[src/rtl/miner_avalon_slave.sv]
// Avalon-MM register slave for the miner: assembles message/target words for the
// hashing core, issues load/start/abort strobes and holds the first result found.
module miner_avalon_slave #(
  parameter int ADDR_W = 5,
  parameter int DATA_W = 32
) (
  input  logic              clk,
  input  logic              rst,
  input  logic [ADDR_W-1:0] slaveAddr,
  input  logic [DATA_W-1:0] slaveWriteData,
  input  logic              slaveWrite,
  input  logic              slaveRead,
  input  logic              slaveChipSelect,
  output logic [DATA_W-1:0] slaveReadData,
  output logic [407:0]      msgOut,
  output logic [255:0]      targetOut,
  output logic              newTarget,
  output logic              newMsg,
  output logic              abortOut,
  input  logic              coreBusy,
  input  logic              validBTC,
  input  logic [31:0]       coreNonce,
  input  logic [255:0]      coreHash,
  output logic [1:0]        fsm_state
);

  // Bus handshake: a write or read takes effect on the rising edge where chip
  // select and the strobe are both high; no wait states, read data is registered
  // and appears the cycle after the read strobe, holding until the next read.

  typedef enum logic [1:0] {S_IDLE = 2'd0, S_ARMED = 2'd1, S_RUN = 2'd2} state_t;

  state_t            state, state_next;
  logic              seen_busy, seen_busy_next;
  logic              wait_cnt, wait_cnt_next;
  logic [407:0]      msg_q;
  logic [255:0]      tgt_q, hash_q;
  logic [31:0]       nonce_q, status;
  logic              found, err, tgt_loaded, new_target_q, abort_q;
  logic [DATA_W-1:0] rdata_q, rdata_next;
  logic              wr, rd, ctrl_wr, msg_wr, tgt_wr;
  logic              ld_req, start_req, abort_req, clear_req;
  logic              ld_ok, start_ok, err_set, capture;

  assign wr        = slaveChipSelect & slaveWrite;
  assign rd        = slaveChipSelect & slaveRead;
  assign ctrl_wr   = wr && (slaveAddr == ADDR_W'(0));
  assign msg_wr    = wr && (slaveAddr >= ADDR_W'(3)) && (slaveAddr <= ADDR_W'(15));
  assign tgt_wr    = wr && (slaveAddr >= ADDR_W'(16)) && (slaveAddr <= ADDR_W'(23));
  assign ld_req    = ctrl_wr & slaveWriteData[0];
  assign start_req = ctrl_wr & slaveWriteData[1];
  assign abort_req = ctrl_wr & slaveWriteData[2];
  assign clear_req = ctrl_wr & slaveWriteData[3];

  assign ld_ok    = ld_req & ~coreBusy;
  assign start_ok = start_req & ~abort_req & ~coreBusy & tgt_loaded & (state == S_IDLE);
  assign err_set  = (coreBusy & (msg_wr | tgt_wr)) | (ld_req & ~ld_ok) | (start_req & ~start_ok);
  // A clear in the same cycle as a new result must not lose that result.
  assign capture  = validBTC & (~found | clear_req);
  assign status   = {27'b0, err, tgt_loaded, found, coreBusy, state != S_IDLE};

  always_comb begin
    rdata_next = '0;
    if (slaveAddr <= ADDR_W'(1)) rdata_next = DATA_W'(status);
    else if (slaveAddr == ADDR_W'(2)) rdata_next = DATA_W'(nonce_q);
    else if (slaveAddr == ADDR_W'(3)) rdata_next = DATA_W'({msg_q[23:0], 8'h00});
    for (int i = 0; i < 12; i++)
      if (slaveAddr == ADDR_W'(i + 4)) rdata_next = DATA_W'(msg_q[i*32+24 +: 32]);
    for (int i = 0; i < 8; i++) begin
      if (slaveAddr == ADDR_W'(i + 16)) rdata_next = DATA_W'(tgt_q[i*32 +: 32]);
      if (slaveAddr == ADDR_W'(i + 24)) rdata_next = DATA_W'(hash_q[i*32 +: 32]);
    end
  end

  // RUN waits for coreBusy to rise then fall; if it never rises within two
  // cycles after the start pulse, the core missed it and we return to IDLE.
  always_comb begin
    state_next     = state;
    seen_busy_next = seen_busy;
    wait_cnt_next  = wait_cnt;
    if (abort_req) begin
      state_next = S_IDLE;
    end else begin
      case (state)
        S_IDLE: if (start_ok) begin
          state_next     = S_ARMED;
          seen_busy_next = 1'b0;
          wait_cnt_next  = 1'b0;
        end
        S_ARMED: begin
          state_next = S_RUN;
          if (coreBusy) seen_busy_next = 1'b1;
        end
        S_RUN: begin
          if (coreBusy) seen_busy_next = 1'b1;
          else if (seen_busy || wait_cnt) state_next = S_IDLE;
          else wait_cnt_next = 1'b1;
        end
        default: state_next = S_IDLE;
      endcase
    end
  end

  always_ff @(posedge clk) begin
    if (rst) begin
      state     <= S_IDLE;
      seen_busy <= 1'b0;
      wait_cnt  <= 1'b0;
    end else begin
      state     <= state_next;
      seen_busy <= seen_busy_next;
      wait_cnt  <= wait_cnt_next;
    end
  end

  always_ff @(posedge clk) begin
    if (rst) begin
      msg_q        <= '0;
      tgt_q        <= '0;
      hash_q       <= '0;
      nonce_q      <= '0;
      found        <= 1'b0;
      err          <= 1'b0;
      tgt_loaded   <= 1'b0;
      new_target_q <= 1'b0;
      abort_q      <= 1'b0;
      rdata_q      <= '0;
    end else begin
      if (msg_wr && !coreBusy) begin
        if (slaveAddr == ADDR_W'(3)) msg_q[23:0] <= slaveWriteData[31:8];
        for (int i = 0; i < 12; i++)
          if (slaveAddr == ADDR_W'(i + 4)) msg_q[i*32+24 +: 32] <= slaveWriteData[31:0];
      end
      if (tgt_wr && !coreBusy) begin
        for (int i = 0; i < 8; i++)
          if (slaveAddr == ADDR_W'(i + 16)) tgt_q[i*32 +: 32] <= slaveWriteData[31:0];
      end
      new_target_q <= ld_ok;
      abort_q      <= abort_req;
      if (ld_ok) tgt_loaded <= 1'b1;
      err <= (err & ~clear_req) | err_set;
      if (capture) begin
        found   <= 1'b1;
        nonce_q <= coreNonce;
        hash_q  <= coreHash;
      end else if (clear_req || start_ok) begin
        found <= 1'b0;
      end
      if (rd) rdata_q <= rdata_next;
    end
  end

  // Strobes are gated by reset so a reset drops them in the same cycle.
  assign newTarget     = new_target_q & ~rst;
  assign abortOut      = abort_q & ~rst;
  assign newMsg        = (state == S_ARMED) & ~rst;
  assign slaveReadData = rdata_q;
  assign msgOut        = msg_q;
  assign targetOut     = tgt_q;
  assign fsm_state     = state;

endmodule
[config.mk]
export PLATFORM = sky130hd
export DESIGN_NAME = miner_avalon_slave
export DESIGN_NICKNAME = d
export VERILOG_FILES = /design/src/rtl/miner_avalon_slave.sv
export SDC_FILE = /design/constraint.sdc
export NUM_CORES = 2
export LEC_CHECK = 0
export CORE_AREA = 4 4 401 403
export CTS_CLUSTER_SIZE = 8
export DETAILED_ROUTE_END_ITERATION = 6
export DIE_AREA = 0 0 405 407
export DONT_BUFFER_PORTS = 1
export PLACE_DENSITY_LB_ADDON = 0.25
export SLEW_MARGIN = 0
export SYNTH_ARGS = -nofsm -noshare
export SYNTH_HDL_FRONTEND = slang
export SYNTH_SLANG_ARGS = --single-unit
[constraint.sdc]
create_clock -name clk -period 3.4 [get_ports clk]
set_input_delay 0.68 -clock clk [delete_from_list [all_inputs] [get_ports clk]]
set_output_delay 0.68 -clock clk [all_outputs]
set_load 0.02 [all_outputs]
# --- Yosys cells after proc, flatten, opt, wreduce, memory -nomap -nowiden ---
# Index checks and enable logic that the tools add are counted.
classes:
  n_reduce_logical: 42
  magnitude_cmp: 5
  mux: 43
  eq_ne: 37
  bitwise_logic: 31
ops:
  columns: ["operator", "count"]
  rows:
  - ["32-bit 2-to-1 mux", 31]
  - ["5-bit == test (second input constant)", 16]
  - ["2-bit AND reduction", 21]
  - ["5-bit by 4-bit == test with 1-bit output (second input constant)", 8]
  - ["5-bit by 3-bit == test with 1-bit output (second input constant)", 4]
  - ["1-bit bitwise AND", 19]
  - ["5-bit by 2-bit == test with 1-bit output (second input constant)", 2]
  - ["2-bit != test (second input constant)", 4]
  - ["2-bit nonzero test", 4]
  - ["1-bit logical AND", 7]
  - ["1-bit NOT", 7]
  - ["1-bit 2-to-1 mux", 6]
  - ["2-bit 2-to-1 mux", 3]
  - ["2-bit case mux with 3 select lines", 1]
  - ["5-bit by 2-bit >= comparator with 1-bit output (second input constant)", 1]
  - ["5-bit >= comparator (second input constant)", 1]
  - ["5-bit by 1-bit less-or-equal comparator with 1-bit output (second input constant)", 1]
  - ["5-bit by 4-bit less-or-equal comparator with 1-bit output (second input constant)", 1]
  - ["5-bit less-or-equal comparator (second input constant)", 1]
  - ["5-bit logical NOT", 1]
  - ["1-bit OR", 5]
  - ["5-bit AND reduction", 1]
  - ["1-bit case mux with 2 select lines", 2]
  - ["4-bit AND reduction", 1]
  - ["8 further kinds", 10]
totals:
  inputBits: 332
  output_inout_bits: 701
  elab_cells: 190
  regBits: 993

# --- Longest topological paths before layout ---
depth:
  word_depth: 32
  depth_mapped: 13
  mapped_depth_nobuf: 8

# --- Worst setup path after synthesis ---
# Ideal clock, no wire load.
synth_timing:
  path_kind: "input -> register"
  start: "input slaveAddr[1]"
  end: "register rdata_q[14], in the netlist slaveReadData[14]"
  required_ps: 3278
  t_arrival_ps: 2475
  slack_ps: 803
  cell_stages: 10
  setup_ps: 122
  path_buffers: 3
  path_cell_list: "buf_6 > and2_1 > buf_2 > or3_1 > clkbuf_1 > a21oi_1 > nor2_1 > a2111oi_2 > o311ai_1 > a221o_1"
synth_between:
  elab_chain_cells: 32
  elab_cells_between_ends: 62
  classes_between: "1 x order compare; 30 x eq/ne; 31 x mux"
synth_rtl:
  columns: ["element", "line", "text"]
  rows:
  - ["start, declared", "9", "input logic [ADDR_W-1:0] slaveAddr,"]
  - ["5-bit by 2-bit == test with 1-bit output", "66", "else if (slaveAddr == ADDR_W'(3)) rdata_next = DATA_W'({msg_q[23:0], 8'h00});"]
  - ["32-bit 2-to-1 mux", "66", null]
  - ["32-bit 2-to-1 mux", "65", "else if (slaveAddr == ADDR_W'(2)) rdata_next = DATA_W'(nonce_q);"]
  - ["32-bit 2-to-1 mux", "64", "if (slaveAddr <= ADDR_W'(1)) rdata_next = DATA_W'(status);"]
  - ["32-bit 2-to-1 mux (12 in a row)", "68", "if (slaveAddr == ADDR_W'(i + 4)) rdata_next = DATA_W'(msg_q[i*32+24 +: 32]);"]
  - ["32-bit 2-to-1 mux", "70", "if (slaveAddr == ADDR_W'(i + 16)) rdata_next = DATA_W'(tgt_q[i*32 +: 32]);"]
  - ["32-bit 2-to-1 mux", "71", "if (slaveAddr == ADDR_W'(i + 24)) rdata_next = DATA_W'(hash_q[i*32 +: 32]);"]
  - ["32-bit 2-to-1 mux", "70", null]
  - ["(+5 left out)", null, null]
  - ["32-bit 2-to-1 mux", "70", null]
  - ["32-bit 2-to-1 mux", "71", null]
  - ["32-bit 2-to-1 mux", "70", null]
  - ["32-bit 2-to-1 mux", "71", null]
  - ["32-bit 2-to-1 mux", "70", null]
  - ["32-bit 2-to-1 mux", "71", null]
  - ["32-bit 2-to-1 mux", "70", null]
  - ["32-bit 2-to-1 mux *", "71", null]
  - ["end signal, assigned", "149", "if (rd) rdata_q <= rdata_next;"]
  - ["end, declared", "40", "logic [DATA_W-1:0] rdata_q, rdata_next;"]
# Every way passes the cells marked *; elsewhere a longest branch is shown, timed or not.
# A chain may end at the register's enable or synchronous reset.

# --- Worst setup path after layout ---
layout_timing:
  start: "input slaveAddr[0]"
  end: "register rdata_q[14], in the netlist slaveReadData[14]"
# The elaborated chain is that of the path after synthesis.

==> run_summary.xml <==
<?xml version="1.0" encoding="UTF-8"?>
<metrics>
  <group name="routing">
    <metric name="drt_pre_antenna_iters" unit="">6</metric>
    <metric name="drt_wl_total" unit="um">359600</metric>
    <metric name="drt-vias-per-instance" unit="">6.147</metric>
    <metric name="drt_first_iter_violations" unit="">8016</metric>
    <metric name="antenna_left" unit="">0</metric>
    <metric name="routedWlPerCell" unit="um">43.06</metric>
    <metric name="vias" unit="">51330</metric>
    <metric name="post-route-drc-count" unit="">0</metric>
  </group>
  <group name="global_routing">
    <metric name="antenna_found_initial" unit="">39</metric>
    <metric name="grt_start_max_net_pins" unit="">890</metric>
    <metric name="wire_length_of_the_first_global_routing_pass" unit="um">458900</metric>
    <metric name="groute.usage.overall" unit="%">41.58</metric>
    <metric name="grt_pass1_vias" unit="">46090</metric>
    <metric name="grt.overflow.total" unit="">0</metric>
  </group>
  <group name="worst_hold_path">
    <metric name="min_path_cells" unit="">2</metric>
    <metric name="timing.hold.worst.class" unit="">in2reg</metric>
  </group>
  <group name="placed_design">
    <metric name="buffer_ports.inserted" unit="">0</metric>
    <metric name="placed_cells_incl_taps" unit="">7834</metric>
    <metric name="finalWeightedCongestion" unit="">1.016</metric>
    <metric name="placedInstanceArea" unit="um2">46950</metric>
    <metric name="detailed_place_hpwl" unit="um">253100</metric>
  </group>
  <group name="cells_and_area">
    <metric name="fillerInstances" unit="">16640</metric>
    <metric name="multiInputGateArea" unit="um2">21550</metric>
    <metric name="register_area" unit="um2">19880</metric>
    <metric name="finalNetCount" unit="">6549</metric>
    <metric name="syn_to_final_growth" unit="%">24.49</metric>
    <metric name="final_cells" unit="">8350</metric>
    <metric name="fin_area" unit="um2">54580</metric>
    <metric name="drive_gt1_share" unit="%">9.962</metric>
  </group>
  <group name="floorplanning">
    <metric name="chipWidth" unit="um">405</metric>
    <metric name="core-area" unit="um2">157500</metric>
    <metric name="std_cell_rows" unit="">146</metric>
    <metric name="start_util" unit="%">27.84</metric>
    <metric name="die_area" unit="um2">164800</metric>
    <metric name="io_pins" unit="">1033</metric>
    <metric name="die_y" unit="um">407</metric>
  </group>
  <group name="clock_network">
    <metric name="cts_root_buf" unit="">clkbuf_16</metric>
    <metric name="clock_sink_count" unit="">993</metric>
    <metric name="htree_num_levels" unit="">4</metric>
    <metric name="cts_setup_buffers" unit="">0</metric>
    <metric name="clock_tree_from_tritoncts" unit="">done</metric>
    <metric name="cts-root-to-sink-buffers" unit="">3</metric>
    <metric name="clkTransAtPathRegs" unit="ns">0.05</metric>
    <metric name="cts_resized" unit="">0</metric>
    <metric name="cts_made_buffers" unit="">145</metric>
    <metric name="clkLatencyLatePin" unit="ns">0.85</metric>
  </group>
  <group name="timing">
    <metric name="layout_worst_path_cycle_share" unit="%">102.7</metric>
    <metric name="post-route-worst-setup-slack" unit="ns">-0.09213</metric>
    <metric name="rsz_0062_raised_after_global_routing" unit="">false</metric>
    <metric name="report.final.slew_viol_count" unit="">0</metric>
    <metric name="max-slew-margin-rel" unit="%">9.171</metric>
    <metric name="post-route-min-period" unit="ns">3.492</metric>
    <metric name="fmax" unit="GHz">0.2864</metric>
    <metric name="clock-skew-final" unit="ns">0.05268</metric>
    <metric name="final-hold-violation-count" unit="">0</metric>
    <metric name="worst_slew_pin_slew" unit="ns">1.358</metric>
    <metric name="timing.final.setup_violations" unit="">2</metric>
  </group>
  <group name="run_status">
    <metric name="failed_checks" unit="">negative setup slack</metric>
    <metric name="status" unit="">finished with violations</metric>
  </group>
  <group name="critical_path">
    <metric name="critical_path.endpoint_type" unit="">flip-flop</metric>
    <metric name="setup.worst_path.start_class" unit="">primary input</metric>
    <metric name="critPathMaxFanout" unit="">150</metric>
    <metric name="rr_worst_depth" unit="">6</metric>
    <metric name="setup.worst_path.class" unit="">in2reg</metric>
    <metric name="worstPathArrival" unit="ns">4.26</metric>
    <metric name="cp_data_required_time" unit="ns">4.16</metric>
    <metric name="regToRegSetupSlack" unit="ns">0.02</metric>
  </group>
  <group name="synthesis">
    <metric name="yosysTopAreaCellShare" unit="%">45.34</metric>
    <metric name="netlist-cell-type-count" unit="">96</metric>
    <metric name="synthesis.area_per_instance" unit="um2">7.345</metric>
    <metric name="postSynth.asyncResetShare" unit="%">0</metric>
    <metric name="synth_most_common_cell" unit="">nand2_1</metric>
    <metric name="synth.ff_latch_count" unit="">993</metric>
    <metric name="synth.top_cells.by_area" unit="">dfxtp_1 45%, nand2_1 18%, a21oi_1 13%</metric>
    <metric name="synth.yosys.warnings" unit="">0</metric>
    <metric name="synth_top_flop_cell" unit="">dfxtp_1</metric>
    <metric name="synth.yosys.seq_area_share" unit="%">45.34</metric>
    <metric name="synth_area" unit="um2">43840</metric>
    <metric name="synthTopCellsByCount" unit="">2097 x nand2_1, 1109 x a21oi_1, 993 x dfxtp_1, 327 x clkbuf_1, 218 x o21ai_0</metric>
    <metric name="yosysTopAreaCell" unit="">dfxtp_1</metric>
    <metric name="synth_enable_flop_cells" unit="">0</metric>
    <metric name="syn_inst" unit="">5969</metric>
    <metric name="synthesis.nets" unit="">6306</metric>
  </group>
  <group name="power">
    <metric name="cellPowerDensity" unit="nW/um2">531.4</metric>
    <metric name="p_leak" unit="nW">18.62</metric>
    <metric name="peak_vdd_ir" unit="uV">568.8</metric>
  </group>
  <group name="run">
    <metric name="max_cap_viol_count" unit="">0</metric>
  </group>
</metrics>
-- cell families (layout without fill, tap and decap cells) --
logic type / count (synthesis) / in the layout / share of synthesized area [%]
buffers and inverters: 554 / 829 / 5.722
flip-flops: 993 / 993 / 45.34
AO/OA/AOI/OAI: 1853 / 1853 / 24.53
other: 0 / 34 / 0
adder cells (fa/ha/maj): 5 / 5 / 0.1427
XOR/XNOR: 2 / 2 / 0.03996
AND/OR/NAND/NOR: 2551 / 2551 / 23.97
multiplexers: 11 / 11 / 0.2540
-- critical path: stages --
cell and delay (ns):
or3b_1 0.69, nor2_1 0.74, a221oi_1 0.33, nor2_1 0.29, a2111oi_2 0.14, buf_4 0.20, o311ai_1 0.70, a221o_1 0.24
-- per-layer routing --
layer	track usage [%]	vias up	part of all wire [%]
met3	18.23	1045	14
li1	-	20930	-
met4	31.34	22	9.0
met2	58.26	4123	40
met5	0	-	0.041
met1	49.85	25210	37
-- path summary, 6_finish.rpt --
path,start,to
max,slaveAddr[0],slaveReadData[14]$_SDFFE_PP0P_
min,slaveWriteData[29],targetOut[157]$_SDFFE_PP0P_
max reg2reg,msgOut[348]$_SDFFE_PP0P_,slaveReadData[4]$_SDFFE_PP0P_
min reg2reg,hash_q[135]$_SDFFE_PP0P_,hash_q[135]$_SDFFE_PP0P_
-- sequential cells by signal, summed over array words and instances (netlist names) --
name           count
nonce_q           32
msgOut           408
tgt_loaded         1
hash_q           256
wait_cnt           1
abort_q            1
seen_busy          1
slaveReadData     32
fsm_state          2
err                1
new_target_q       1
targetOut        256
found              1
-- layout make-up --
| type | count | area share (%) |
|---|---|---|
| clock inverters | 17 | 0.6946 |
| diodes | 34 | 0.1559 |
| multi-input cells | 4422 | 39.48 |
| repair buffers | 636 | 11.50 |
| clock buffers | 162 | 6.894 |
| flip-flops and latches | 993 | 36.42 |
| inverters | 14 | 0.09629 |
| well taps | 2072 | 4.750 |
-- metrics by stage --
stage                     total power [mW]  hold WS, ns  worst slack [ns]  setup TNS [ns]  util (%)
after global routing                 29.49     0.005362            0.1337               0     34.64
final                                29.00      0.01721          -0.09213         -0.1402     34.66
after floorplan                      13.48       0.4319            0.8031               0         -
after CTS                            28.72   0.00007822            0.2607               0     34.52
after detailed placement             14.28       0.4476           -0.4893          -2.634     29.81
after global placement               14.27       0.4432           -0.4484          -2.323     29.81
-- where the power goes --
group | internal [mW] | switching [mW] | total, mW | leakage, nW
Clock | 7.92 | 5.95 | 13.9 | 2.01
Combinational | 0.885 | 1.98 | 2.87 | 8.57
Sequential | 11.9 | 0.385 | 12.3 | 8.04
-- cell usage in the layout (no fill, tap or decap), types with 9 or more instances in the layout --
cell	instances
nor2_2	22
mux2i_1	10
nand3_1	46
o21bai_1	13
nand2b_1	18
a21o_1	16
o21a_1	20
a22oi_1	100
or2_2	9
clkbuf_16	145
a21oi_1	1109
nor2b_1	17
a32oi_1	11
a22o_1	18
clkbuf_1	10
diode_2	34
nor2_1	145
o221ai_1	25
buf_4	303
o2111ai_1	13
nor4_1	19
nor3_1	43
o211ai_1	31
a31oi_1	37
or4_1	10
o21ai_0	218
or3_1	23
dfxtp_1	993
dlygate4sd3_1	272
o22ai_1	75
inv_1	10
buf_12	53
nand2_1	2096
a221o_1	14
a211oi_1	23
a221oi_1	42
and3_1	12
-- what timing repair did --
item / 4_1_cts / 5_1_grt
hold buffers: 297 / 2
endpoints found under the hold margin: 647 / 33
setup endpoints to repair: 0 / 0
Power figures use the tool's default switching activity.
